`src/rtl/ppb_io_bridge_if.sv`:
```
`default_nettype none
// ============================================================================
// Module      : ppb_io_bridge_if
// Description : Programming-write handshake between the PPB I/O bridge and
//               the memory loader. The bridge raises prog_valid with a stable
//               address/data pair; the loader answers with prog_ready.
// Ports       : prog_valid         - write pending (bridge -> loader)
//               prog_ready         - loader accepts this cycle (loader -> bridge)
//               ProgrammingAddress - captured address, ADDR_W bits
//               ProgrammingData    - captured data, DATA_W bits
// Revision    : 1.0 - initial release
// ============================================================================
interface ppb_io_bridge_if #(
    parameter int ADDR_W = 8,
    parameter int DATA_W = 8
);
    logic              prog_valid;
    logic              prog_ready;
    logic [ADDR_W-1:0] ProgrammingAddress;
    logic [DATA_W-1:0] ProgrammingData;

    modport master (
        output prog_valid,
        output ProgrammingAddress,
        output ProgrammingData,
        input  prog_ready
    );

    modport slave (
        input  prog_valid,
        input  ProgrammingAddress,
        input  ProgrammingData,
        output prog_ready
    );
endinterface
`default_nettype wire

```
`src/rtl/ppb_io_bridge.sv`:
```
`default_nettype none
// ============================================================================
// Module      : ppb_io_bridge
// Description : Front-panel bridge between the PPB device I/O vectors and the
//               CPU core. Synchronises the raw switches/buttons, debounces
//               the step/reset/write buttons, produces a one-cycle clock-step
//               pulse, runs a valid/ready programming-write handshake toward
//               the memory loader and drives a freezable snapshot of the
//               debug vector back to the panel.
// Ports       : clk, reset         - clock, synchronous active-high reset
//               device_inputs      - raw panel inputs (asynchronous)
//               device_outputs     - registered debug image to the panel
//               dbg_vector         - live CPU debug signals
//               clk_auto_en        - synchronised free-run enable
//               clk_step           - one-cycle step pulse
//               cpu_reset          - debounced reset-button level
//               programming_en     - synchronised programming-mode switch
//               prog               - programming-write handshake (master)
//               prog_drop          - sticky lost-write flag
// Revision    : 1.0 - initial release
// ============================================================================
module ppb_io_bridge #(
    parameter int DATA_W          = 8,
    parameter int ADDR_W          = 8,
    parameter int N_IN            = 60,
    parameter int N_OUT           = 120,
    parameter int SYNC_STAGES     = 2,
    parameter int DEBOUNCE_CYCLES = 16
) (
    input  wire logic             clk,
    input  wire logic             reset,
    input  wire logic [N_IN-1:0]  device_inputs,
    output logic      [N_OUT-1:0] device_outputs,
    input  wire logic [N_OUT-1:0] dbg_vector,
    output logic                  clk_auto_en,
    output logic                  clk_step,
    output logic                  cpu_reset,
    output logic                  programming_en,
    ppb_io_bridge_if.master       prog,
    output logic                  prog_drop
);

    // Panel input bit map
    localparam int c_BIT_AUTO   = 0;
    localparam int c_BIT_STEP   = 1;
    localparam int c_BIT_RST    = 2;
    localparam int c_BIT_ADDR   = 3;
    localparam int c_BIT_DATA   = 3 + ADDR_W;
    localparam int c_BIT_PEN    = 3 + ADDR_W + DATA_W;
    localparam int c_BIT_WRITE  = c_BIT_PEN + 1;
    localparam int c_BIT_FREEZE = c_BIT_PEN + 2;
    localparam int c_N_USED     = c_BIT_PEN + 3;

    // Debounced button indices
    localparam int c_BTN_STEP  = 0;
    localparam int c_BTN_RST   = 1;
    localparam int c_BTN_WRITE = 2;

    localparam int                 c_CNT_W    = $clog2(DEBOUNCE_CYCLES + 1);
    // Counter value on the cycle that completes the stable window
    localparam logic [c_CNT_W-1:0] c_CNT_LAST = c_CNT_W'(DEBOUNCE_CYCLES - 1);

    // ------------------------------------------------------------------
    // Synchroniser chains (only the bits that are actually used)
    // ------------------------------------------------------------------
    logic [c_N_USED-1:0] r_sync [SYNC_STAGES];
    logic [c_N_USED-1:0] w_synced;

    always_ff @(posedge clk) begin
        if (reset) begin
            for (int k = 0; k < SYNC_STAGES; k++) begin
                r_sync[k] <= '0;
            end
        end else begin
            r_sync[0] <= device_inputs[c_N_USED-1:0];
            for (int k = 1; k < SYNC_STAGES; k++) begin
                r_sync[k] <= r_sync[k-1];
            end
        end
    end

    assign w_synced = r_sync[SYNC_STAGES-1];

    if (N_IN > c_N_USED) begin : g_unused_in
        logic w_unused_inputs;
        assign w_unused_inputs = ^device_inputs[N_IN-1:c_N_USED];
    end

    // ------------------------------------------------------------------
    // Button debouncers: state only follows the synced value once it has
    // differed for DEBOUNCE_CYCLES consecutive cycles.
    // ------------------------------------------------------------------
    logic [2:0] w_btn_sync;
    logic [2:0] w_btn_deb;
    logic [2:0] r_btn_deb_d;

    assign w_btn_sync = {w_synced[c_BIT_WRITE], w_synced[c_BIT_RST], w_synced[c_BIT_STEP]};

    for (genvar gi = 0; gi < 3; gi++) begin : g_debounce
        logic [c_CNT_W-1:0] r_cnt;
        logic               r_state;

        always_ff @(posedge clk) begin
            if (reset) begin
                r_cnt   <= '0;
                r_state <= 1'b0;
            end else if (w_btn_sync[gi] == r_state) begin
                r_cnt <= '0;
            end else if (r_cnt == c_CNT_LAST) begin
                r_state <= w_btn_sync[gi];
                r_cnt   <= '0;
            end else begin
                r_cnt <= r_cnt + 1'b1;
            end
        end

        assign w_btn_deb[gi] = r_state;
    end

    always_ff @(posedge clk) begin
        if (reset) begin
            r_btn_deb_d <= '0;
        end else begin
            r_btn_deb_d <= w_btn_deb;
        end
    end

    logic w_step_rise;
    logic w_write_rise;

    assign w_step_rise  = w_btn_deb[c_BTN_STEP]  & ~r_btn_deb_d[c_BTN_STEP];
    assign w_write_rise = w_btn_deb[c_BTN_WRITE] & ~r_btn_deb_d[c_BTN_WRITE];

    // ------------------------------------------------------------------
    // Clock step pulse; free-run mode masks manual stepping.
    // ------------------------------------------------------------------
    logic r_clk_step;

    always_ff @(posedge clk) begin
        if (reset) begin
            r_clk_step <= 1'b0;
        end else begin
            r_clk_step <= w_step_rise & ~w_synced[c_BIT_AUTO];
        end
    end

    // ------------------------------------------------------------------
    // Programming-write handshake. Capture happens only from idle, so a
    // write edge in the acceptance cycle is still counted as dropped.
    // ------------------------------------------------------------------
    logic              r_prog_valid;
    logic              r_prog_drop;
    logic [ADDR_W-1:0] r_prog_addr;
    logic [DATA_W-1:0] r_prog_data;

    always_ff @(posedge clk) begin
        if (reset) begin
            r_prog_valid <= 1'b0;
            r_prog_drop  <= 1'b0;
            r_prog_addr  <= '0;
            r_prog_data  <= '0;
        end else begin
            if (r_prog_valid && prog.prog_ready) begin
                r_prog_valid <= 1'b0;
            end
            if (w_write_rise && w_synced[c_BIT_PEN]) begin
                if (r_prog_valid) begin
                    r_prog_drop <= 1'b1;
                end else begin
                    r_prog_valid <= 1'b1;
                    r_prog_addr  <= w_synced[c_BIT_ADDR +: ADDR_W];
                    r_prog_data  <= w_synced[c_BIT_DATA +: DATA_W];
                end
            end
        end
    end

    // ------------------------------------------------------------------
    // Debug snapshot, held while the freeze switch is on.
    // ------------------------------------------------------------------
    logic [N_OUT-1:0] r_dev_out;

    always_ff @(posedge clk) begin
        if (reset) begin
            r_dev_out <= '0;
        end else if (!w_synced[c_BIT_FREEZE]) begin
            r_dev_out <= dbg_vector;
        end
    end

    // ------------------------------------------------------------------
    // Outputs
    // ------------------------------------------------------------------
    assign device_outputs          = r_dev_out;
    assign clk_auto_en             = w_synced[c_BIT_AUTO];
    assign programming_en          = w_synced[c_BIT_PEN];
    assign clk_step                = r_clk_step;
    assign cpu_reset               = w_btn_deb[c_BTN_RST];
    assign prog.prog_valid         = r_prog_valid;
    assign prog.ProgrammingAddress = r_prog_addr;
    assign prog.ProgrammingData    = r_prog_data;
    assign prog_drop               = r_prog_drop;

endmodule
`default_nettype wire
```
`src/flat_wrapper.sv`:
```
// flat-port wrapper written by rule: the top's interface ports become plain ports
module ppb_io_bridge_flat 
#(
    parameter int DATA_W          = 8,
    parameter int ADDR_W          = 8,
    parameter int N_IN            = 60,
    parameter int N_OUT           = 120,
    parameter int SYNC_STAGES     = 2,
    parameter int DEBOUNCE_CYCLES = 16
)
  (clk, reset, device_inputs, device_outputs, dbg_vector, clk_auto_en, clk_step, cpu_reset, programming_en, prog_drop, prog_prog_valid, prog_ProgrammingAddress, prog_ProgrammingData, prog_prog_ready);
  ppb_io_bridge_if #(.ADDR_W(ADDR_W), .DATA_W(DATA_W)) prog_i ();
  input  wire logic clk;
  input  wire logic reset;
  input  wire logic [N_IN-1:0] device_inputs;
  output logic      [N_OUT-1:0] device_outputs;
  input  wire logic [N_OUT-1:0] dbg_vector;
  output logic clk_auto_en;
  output logic clk_step;
  output logic cpu_reset;
  output logic programming_en;
  output logic prog_drop;
  output wire logic [$bits(prog_i.prog_valid)-1:0] prog_prog_valid;
  output wire logic [$bits(prog_i.ProgrammingAddress)-1:0] prog_ProgrammingAddress;
  output wire logic [$bits(prog_i.ProgrammingData)-1:0] prog_ProgrammingData;
  input wire logic [$bits(prog_i.prog_ready)-1:0] prog_prog_ready;
  assign prog_prog_valid = prog_i.prog_valid;
  assign prog_ProgrammingAddress = prog_i.ProgrammingAddress;
  assign prog_ProgrammingData = prog_i.ProgrammingData;
  assign prog_i.prog_ready = prog_prog_ready;
  ppb_io_bridge #(.DATA_W(DATA_W), .ADDR_W(ADDR_W), .N_IN(N_IN), .N_OUT(N_OUT), .SYNC_STAGES(SYNC_STAGES), .DEBOUNCE_CYCLES(DEBOUNCE_CYCLES)) u_core (.clk(clk), .reset(reset), .device_inputs(device_inputs), .device_outputs(device_outputs), .dbg_vector(dbg_vector), .clk_auto_en(clk_auto_en), .clk_step(clk_step), .cpu_reset(cpu_reset), .programming_en(programming_en), .prog(prog_i), .prog_drop(prog_drop));
endmodule
```
`config.mk`:
```
export PLATFORM = sky130hd
export DESIGN_NAME = ppb_io_bridge_flat
export DESIGN_NICKNAME = d
export VERILOG_FILES = /design/src/rtl/ppb_io_bridge_if.sv /design/src/rtl/ppb_io_bridge.sv /design/src/flat_wrapper.sv
export SDC_FILE = /design/constraint.sdc
export NUM_CORES = 1
export LEC_CHECK = 0
export ABC_AREA = 0
export CORE_UTILIZATION = 44
export CTS_CLUSTER_SIZE = 24
export DETAILED_ROUTE_END_ITERATION = 8
export GPL_ROUTABILITY_DRIVEN = 0
export HOLD_SLACK_MARGIN = 0.02
export PLACE_DENSITY = 0.82
export SLEW_MARGIN = 10
export SYNTH_ARGS = -nofsm -noshare
export SYNTH_HDL_FRONTEND = slang
export SYNTH_SLANG_ARGS = --single-unit
```
`constraint.sdc`:
```
create_clock -name clk -period 4.5 [get_ports clk]
set_input_delay 0.675 -clock clk [delete_from_list [all_inputs] [get_ports clk]]
set_output_delay 0.675 -clock clk [all_outputs]
set_load 0.005 [all_outputs]
```
==> results of run 1 <==
[layout by cell type, fill, tap and decap left out]
cell type / synthesis / final
buf_12: 1 / 1
nor2_1: 139 / 139
mux2i_1: 123 / 123
clkdlybuf4s50_1: 0 / 285
buf_6: 0 / 1
bufinv_16: 0 / 1
nor2b_1: 46 / 46
xor2_1: 3 / 3
nand2b_1: 1 / 1
a21oi_1: 7 / 7
and3_1: 3 / 3
inv_1: 7 / 7
ha_1: 6 / 6
nor3b_1: 1 / 1
nand2_2: 3 / 3
clkbuf_16: 0 / 23
buf_4: 11 / 2
dfxtp_4: 0 / 1
nand4bb_1: 1 / 1
xnor2_1: 6 / 6
nand2_1: 29 / 29
a41oi_1: 1 / 1
clkbuf_8: 0 / 8
nor4bb_4: 0 / 1
clkinv_2: 0 / 4
nand3_1: 3 / 3
a21oi_2: 10 / 10
clkbuf_1: 9 / 3
or3_1: 3 / 3
dfxtp_1: 203 / 202
[worst max-delay path by stage]
stage	from	endpoint	cells past startpoint
final	u_core.prog.prog_valid	prog_prog_valid	1
after global routing	u_core.prog.prog_valid	prog_prog_valid	1
after CTS	u_core.prog.prog_valid	prog_prog_valid	1
after detailed placement	reset	u_core.device_outputs[35]	3
after global placement	reset	u_core.device_outputs[79]	3
after floorplan	u_core.g_debounce[0].r_cnt[0]	u_core.g_debounce[0].r_cnt[2]	5
[flip-flops by register name (all words and copies together), names as in the netlist]
name	flops
u_core.clk_step	1
u_core.cpu_reset	1
u_core.device_outputs	120
u_core.g_debounce.r_cnt	15
u_core.g_debounce.r_state	2
u_core.prog.ProgrammingAddress	8
u_core.prog.ProgrammingData	8
u_core.prog.prog_valid	1
u_core.prog_drop	1
u_core.r_btn_deb_d	2
u_core.r_sync	44
[area by class of cell]
class,count,area [µm²],area share
well taps,188,235,0.0223
clock inverters,5,50.0,0.00475
inverters,7,26.3,0.00249
repair buffers,289,2900,0.275
multi-input cells,386,2560,0.243
clock buffers,34,697,0.0662
flip-flops and latches,203,4070,0.386
[where the power goes]
| part | total, mW | switching (mW) | internal, mW | leakage, nW |
|---|---|---|---|---|
| Sequential | 1.93 | 0.0485 | 1.88 | 1.68 |
| Combinational | 0.412 | 0.128 | 0.284 | 1.92 |
| Clock | 1.79 | 0.676 | 1.12 | 0.374 |
[stage by stage]
step	worst slack (ns)	utilization	total power, mW	hold WS (ns)
floorplan	3.02	-	2.10	0.373
global placement	2.37	0.644	2.38	0.386
detailed placement	2.35	0.644	2.39	0.387
CTS	2.31	0.693	4.20	0.392
global route	2.28	0.693	4.32	0.400
finish	2.34	0.693	4.14	0.390
[logic make-up after synthesis]
family,share of synthesized area
AND/OR/NAND/NOR,0.150
buffers and inverters,0.0362
flip-flops,0.593
multiplexers,0.180
adder cells (fa/ha/maj),0.0110
XOR/XNOR,0.0115
AO/OA/AOI/OAI,0.0192
[layer usage]
layer	part of all wire	global-route usage	up-vias
li1	-	-	2613
met5	0	0	-
met3	0.10	0.0725	27
met2	0.47	0.326	200
met1	0.41	0.211	2310
met4	0.021	0.0637	0
==> key figures, run 1 <==
STA
  • Rel. slew slack: 0.267
  • Minimum clock period: 2.16 ns
  • Final setup violation count: 0
  • Final Max Slew Viols: 0
  • RSZ-0062 raised after global routing: no
  • Fmax: 463 MHz
  • Tcrit/Tclk final: 0.479
  • Clock Skew: 0.00811 ns
  • Fin Setup TNS: 0 ns
  • Worst Tran Pin Value: 1.10 ns
  • Final Hold Fails: 0

Finish
  • Final std cells w/o fill: 1112
  • Syn-to-layout area delta: 53.7%
  • Design Area, Final: 10500 µm²
  • Fillers: 1136
  • Final net count: 1098
  • Share of cells above drive strength 1: 0.0595
  • Diode count: 0

Yosys
  • Most common cell in the netlist: dfxtp_1
  • Yosys warning count: 0
  • Synthesized instance count: roughly 640
  • Average size of a mapped cell: 10.8 µm²
  • Netlist cell types: 25
  • Synthesized area: 6850 µm²
  • Post-synth EDFFs: 0
  • Yosys top cell by area: dfxtp_1
  • Predominant post-synthesis flop cell: dfxtp_1
  • Syn Nets: 824
  • Largest cells by area after synthesis: dfxtp_1 (59%), mux2i_1 (18%), nor2_1 (7.6%), nor2b_1 (4.2%), nand2_1 (1.6%)
  • Seq/Total Area, Yosys: 0.593
  • Yosys reg bits: 203
  • Post-synth top area share: 0.593
  • Fraction of registers with async set/reset: 0
  • Synth cell count leaders: dfxtp_1 (203), nor2_1 (139), mux2i_1 (123)

Global route
  • Gr ovfl total: 0
  • Total GRT Usage: 0.188
  • Initial antenna violation count: 0
  • Vias in the first global route: 5011
  • Largest net degree at the start of global routing: 136
  • First-pass GRT wire length: 24.5 mm

Hold path
  • Min-Delay Startpoint: u_core.r_btn_deb_d[0]
  • WHS Path Cells: 1
  • Hold WC Path Type: reg -> reg
  • WHS Endpoint: u_core.clk_step

Placement
  • Post-DP Area: just under 10000 µm²
  • I/O Buffers: between 200 and 300
  • Post-detail-place hpwl: 10.7 mm
  • Placed Instances: 1073

Floorplan
  • Site row count: 45
  • Core ar.: 15200 µm²
  • Overall die area: 16100 µm²
  • Die height: 127 µm
  • Die Width: ~130 µm
  • Initial Utilization: 0.451
  • IO Pins: 325

Clocking
  • H-tree levels: 1
  • Root Buffer: clkbuf_16
  • Reg clk slew, reported paths: 0.05 ns
  • Postcts setup bufs: 0
  • Clock Latency Late Sink: approximately 0.5 ns
  • CTS sink cnt: 203
  • CTS max path bufs: 3
  • # resized after CTS: 0
  • Num CTS Buffers: 22
  • TritonCTS clock tree: built
  • Post-CTS Hold Buffers: 0

Route
  • Vias: between 5000 and 6000
  • Post-Route WL: 15.7 mm
  • DRT iter0 DRCs: roughly 160
  • Remaining DRCs: 0
  • Routed vias/inst: roughly 4.6
  • TritonRoute pass-1 iters: 4
  • Post-DRT Antenna Nets: 0
  • Wire per inst: 14.1 µm

Status
  • Outcome: finished clean

Pwr
  • Leak: between 3 and 4 nW
  • Peak supply drop: between 0.0003 and 0.0004 V
  • Power Density: a little under 400 nW/µm²

Critical path
  • Reg-to-reg startpoint: u_core.r_sync[0][43]
  • CP Cell Sequence: clkdlybuf4s50_1
  • Reg2Reg Setup Slack: 2.42 ns
  • Largest stage delay, worst path: 0.55 ns
  • R2r endpoint: u_core.device_outputs[68]
  • CP top delay family: buffers and inverters
  • Buf/Inv on CP: 1
  • Worst EP arrival: 1.48 ns
  • Crit path kind: reg -> out
  • Maximum fanout along the worst path: 5
  • Type of origin of the critical path: register
  • Crit path max-delay cell type: clkdlybuf4s50_1
  • Critical path capture point type: primary output
  • Worst Path Required: ~3.8 ns
  • Worst r2r path cells: 3

Flow run
  • Max-cap violations: 0
Note: power is estimated with default switching activity, not from simulation.
==> inputs of run 2 (changes only) <==
- CORE_UTILIZATION: 44 -> 37
- PLACE_DENSITY: 0.82 -> 0.74
- clock period: 4.5 -> 1.8 ns (I/O delays scaled with it)
==> key figures, run 2 (synthesized netlist as in run 1, its figures left out) <==
Global route
  • M2 GR Usage: 0.293 (was 0.326)
  • Global routing's busiest layer: met2 (unchanged)
  • Total GRT Usage: 0.162 (was 0.188)
  • Met3 Use GR: 0.0620 (was 0.0725)
  • Vias in the first global route: 5026 (was 5011)
  • First-pass GRT wire length: 25.2 mm (was 24.5 mm)
  • M1 GR Usage: 0.173 (was 0.211)
  • Initial antenna violation count: 0 (unchanged)
  • Gr ovfl total: 0 (unchanged)
  • Largest net degree at the start of global routing: 75 (was 136)

Finish
  • Design Area, Final: 10600 µm² (was 10500 µm²)
  • Final core utilization: 0.586 (was 0.693)
  • Share of cells above drive strength 1: 0.0614 (was 0.0595)
  • Most frequent cells in the layout: clkdlybuf4s50_1 (285), dfxtp_1 (201), nor2_1 (139) (was clkdlybuf4s50_1 (285), dfxtp_1 (202), nor2_1 (139))
  • Diode count: 0 (unchanged)
  • Most common cell after layout, fill and taps aside: clkdlybuf4s50_1 (unchanged)
  • Final net count: 1105 (was 1098)
  • Syn-to-layout area delta: 54.7% (was 53.7%)
  • Max reg flops: 120 (unchanged)

Placement
  • Post-detail-place hpwl: 11.3 mm (was 10.7 mm)
  • I/O Buffers: 286 (unchanged)
  • Post-DP Area: 9940 µm² (was 9780 µm²)

STA
  • RSZ-0062 raised after global routing: no (unchanged)
  • Minimum clock period: 1.71 ns
  • Tcrit/Tclk final: 0.949
  • Final Hold Fails: 0 (unchanged)
  • Rel. slew slack: 0.621 (was 0.267)
  • Fmax: 586 MHz
  • Final Max Slew Viols: 0 (unchanged)
  • Worst Tran Pin Value: 0.569 ns (was 1.10 ns)
  • Final setup violation count: 0 (unchanged)
  • Fin Setup TNS: 0 ns (unchanged)
  • Clock Skew: 0.00562 ns (was 0.00811 ns)

Critical path
  • CP top delay family: buffers and inverters (unchanged)
  • Crit path kind: reg -> out (unchanged)
  • Crit path max-delay cell type: clkdlybuf4s50_1 (unchanged)
  • Critical path capture point type: primary output (unchanged)
  • Worst EP arrival: 1.44 ns (was 1.48 ns)
  • Maximum fanout along the worst path: 4 (was 5)
  • Worst Path Required: 1.53 ns (was 3.83 ns)
  • Buf/Inv on CP: 1 (unchanged)
  • Type of origin of the critical path: register (unchanged)
  • CP Cell Sequence: clkdlybuf4s50_1 (unchanged)
  • Largest stage delay, worst path: 0.57 ns (was 0.55 ns)

Clocking
  • Clock Latency Late Sink: 0.49 ns (about the same)
  • Post-CTS Hold Buffers: 0 (unchanged)
  • CTS sink cnt: 203 (unchanged)
  • Postcts setup bufs: 0 (unchanged)
  • Root Buffer: clkbuf_16 (unchanged)
  • Num CTS Buffers: 22 (unchanged)
  • TritonCTS clock tree: built (unchanged)
  • CTS max path bufs: 3 (unchanged)
  • Reg clk slew, reported paths: 0.06 ns (was 0.05 ns)
  • # resized after CTS: 0 (unchanged)
  • H-tree levels: 1 (unchanged)

Floorplan
  • IO Pins: 325 (unchanged)
  • Core ar.: 18100 µm² (was 15200 µm²)
  • Overall die area: 19100 µm² (was 16100 µm²)
  • Site row count: 49 (was 45)
  • Initial Utilization: 0.379 (was 0.451)
  • Die height: 138 µm (was 127 µm)
  • Die Width: 138 µm (was 127 µm)

Route
  • Wire per inst: 13.7 µm (was 14.1 µm)
  • Vias: 5224 (was 5150)
  • Routed vias/inst: 4.51 (was 4.63)
  • DRT iter0 DRCs: 201 (was 161)
  • TritonRoute pass-1 iters: 6 (was 4)
  • Post-DRT Antenna Nets: 0 (unchanged)
  • Remaining DRCs: 38 (was 0)
  • Post-Route WL: 15.9 mm (was 15.7 mm)

Hold path
  • Hold WC Path Type: in -> reg (was reg -> reg)

Flow run
  • Max-cap violations: 0 (unchanged)

Pwr
  • Peak supply drop: 0.000722 V (was 0.000305 V)
  • Leak: 3.98 nW (was 3.97 nW)
  • Power Density: 943 nW/µm² (was 393 nW/µm²)

Status
  • Outcome: complete, but fails checks (was finished clean)
  • Failing checks: DRC
run 2: changes by cell type in the layout (fill, tap and decap cells not counted), sizes merged:
cell    change
clkbuf      -1
bufinv      -1
buf         +7
run 2: worst paths after layout:
check | slack [ns] | depth (start not counted) | from | end
hold reg to reg | 0.41 | 1 | u_core.r_btn_deb_d[0] | u_core.clk_step
hold / removal | 0.21 | 2 | reset | u_core.device_outputs[115]
setup reg to reg | 0.20 | 5 | u_core.g_debounce[0].r_cnt[0] | u_core.g_debounce[0].r_cnt[4]
setup / recovery | 0.09 | 1 | u_core.r_sync[0][41] | programming_en
run 2: layout make-up:
cell class | instances | area (µm²)
clock inverter | 4 | 20.0
timing repair buffer | 296 | 3000
tap | 229 | 287
multi-input combinational | 386 | 2560
clock buffer | 33 | 643
sequential | 203 | 4070
fill | 1535 | 7480
inverter | 7 | 26.3
run 2: per-stage QoR:
step	instances	hold WS (ns)	power [mW]	worst slack, ns
5_1_grt	1158	0.250	10.4	0.0134
2_1_floorplan	635	0.373	5.26	0.316
3_3_place_gp	1121	0.388	5.96	0.253
4_1_cts	1158	0.221	10.2	0.00971
3_5_place_dp	1121	0.386	5.98	0.215
6_report	1158	0.214	10.0	0.0923
run 2: metal layers:
metal  wire, µm  share of wire
met1       6030           0.38
met2       7820           0.49
met3       1710           0.11
met4        325          0.020
met5          0              0
run 2: power breakdown:
part / internal (mW) / leakage (nW) / switching [mW]
clock network: 2.45 / 0.329 / 1.67
logic: 0.722 / 1.97 / 0.342
registers: 4.71 / 1.68 / 0.101
total: 7.88 / 3.98 / 2.12
==> inputs of run 3 (changes only) <==
- ABC_CLOCK_PERIOD_IN_PS: not set -> 1800
- CAP_MARGIN: not set -> 40
- CTS_CLUSTER_SIZE: 24 -> 14
==> results of run 3 <==
No change in the layout: final DEF, timing and power equal those of run 2.
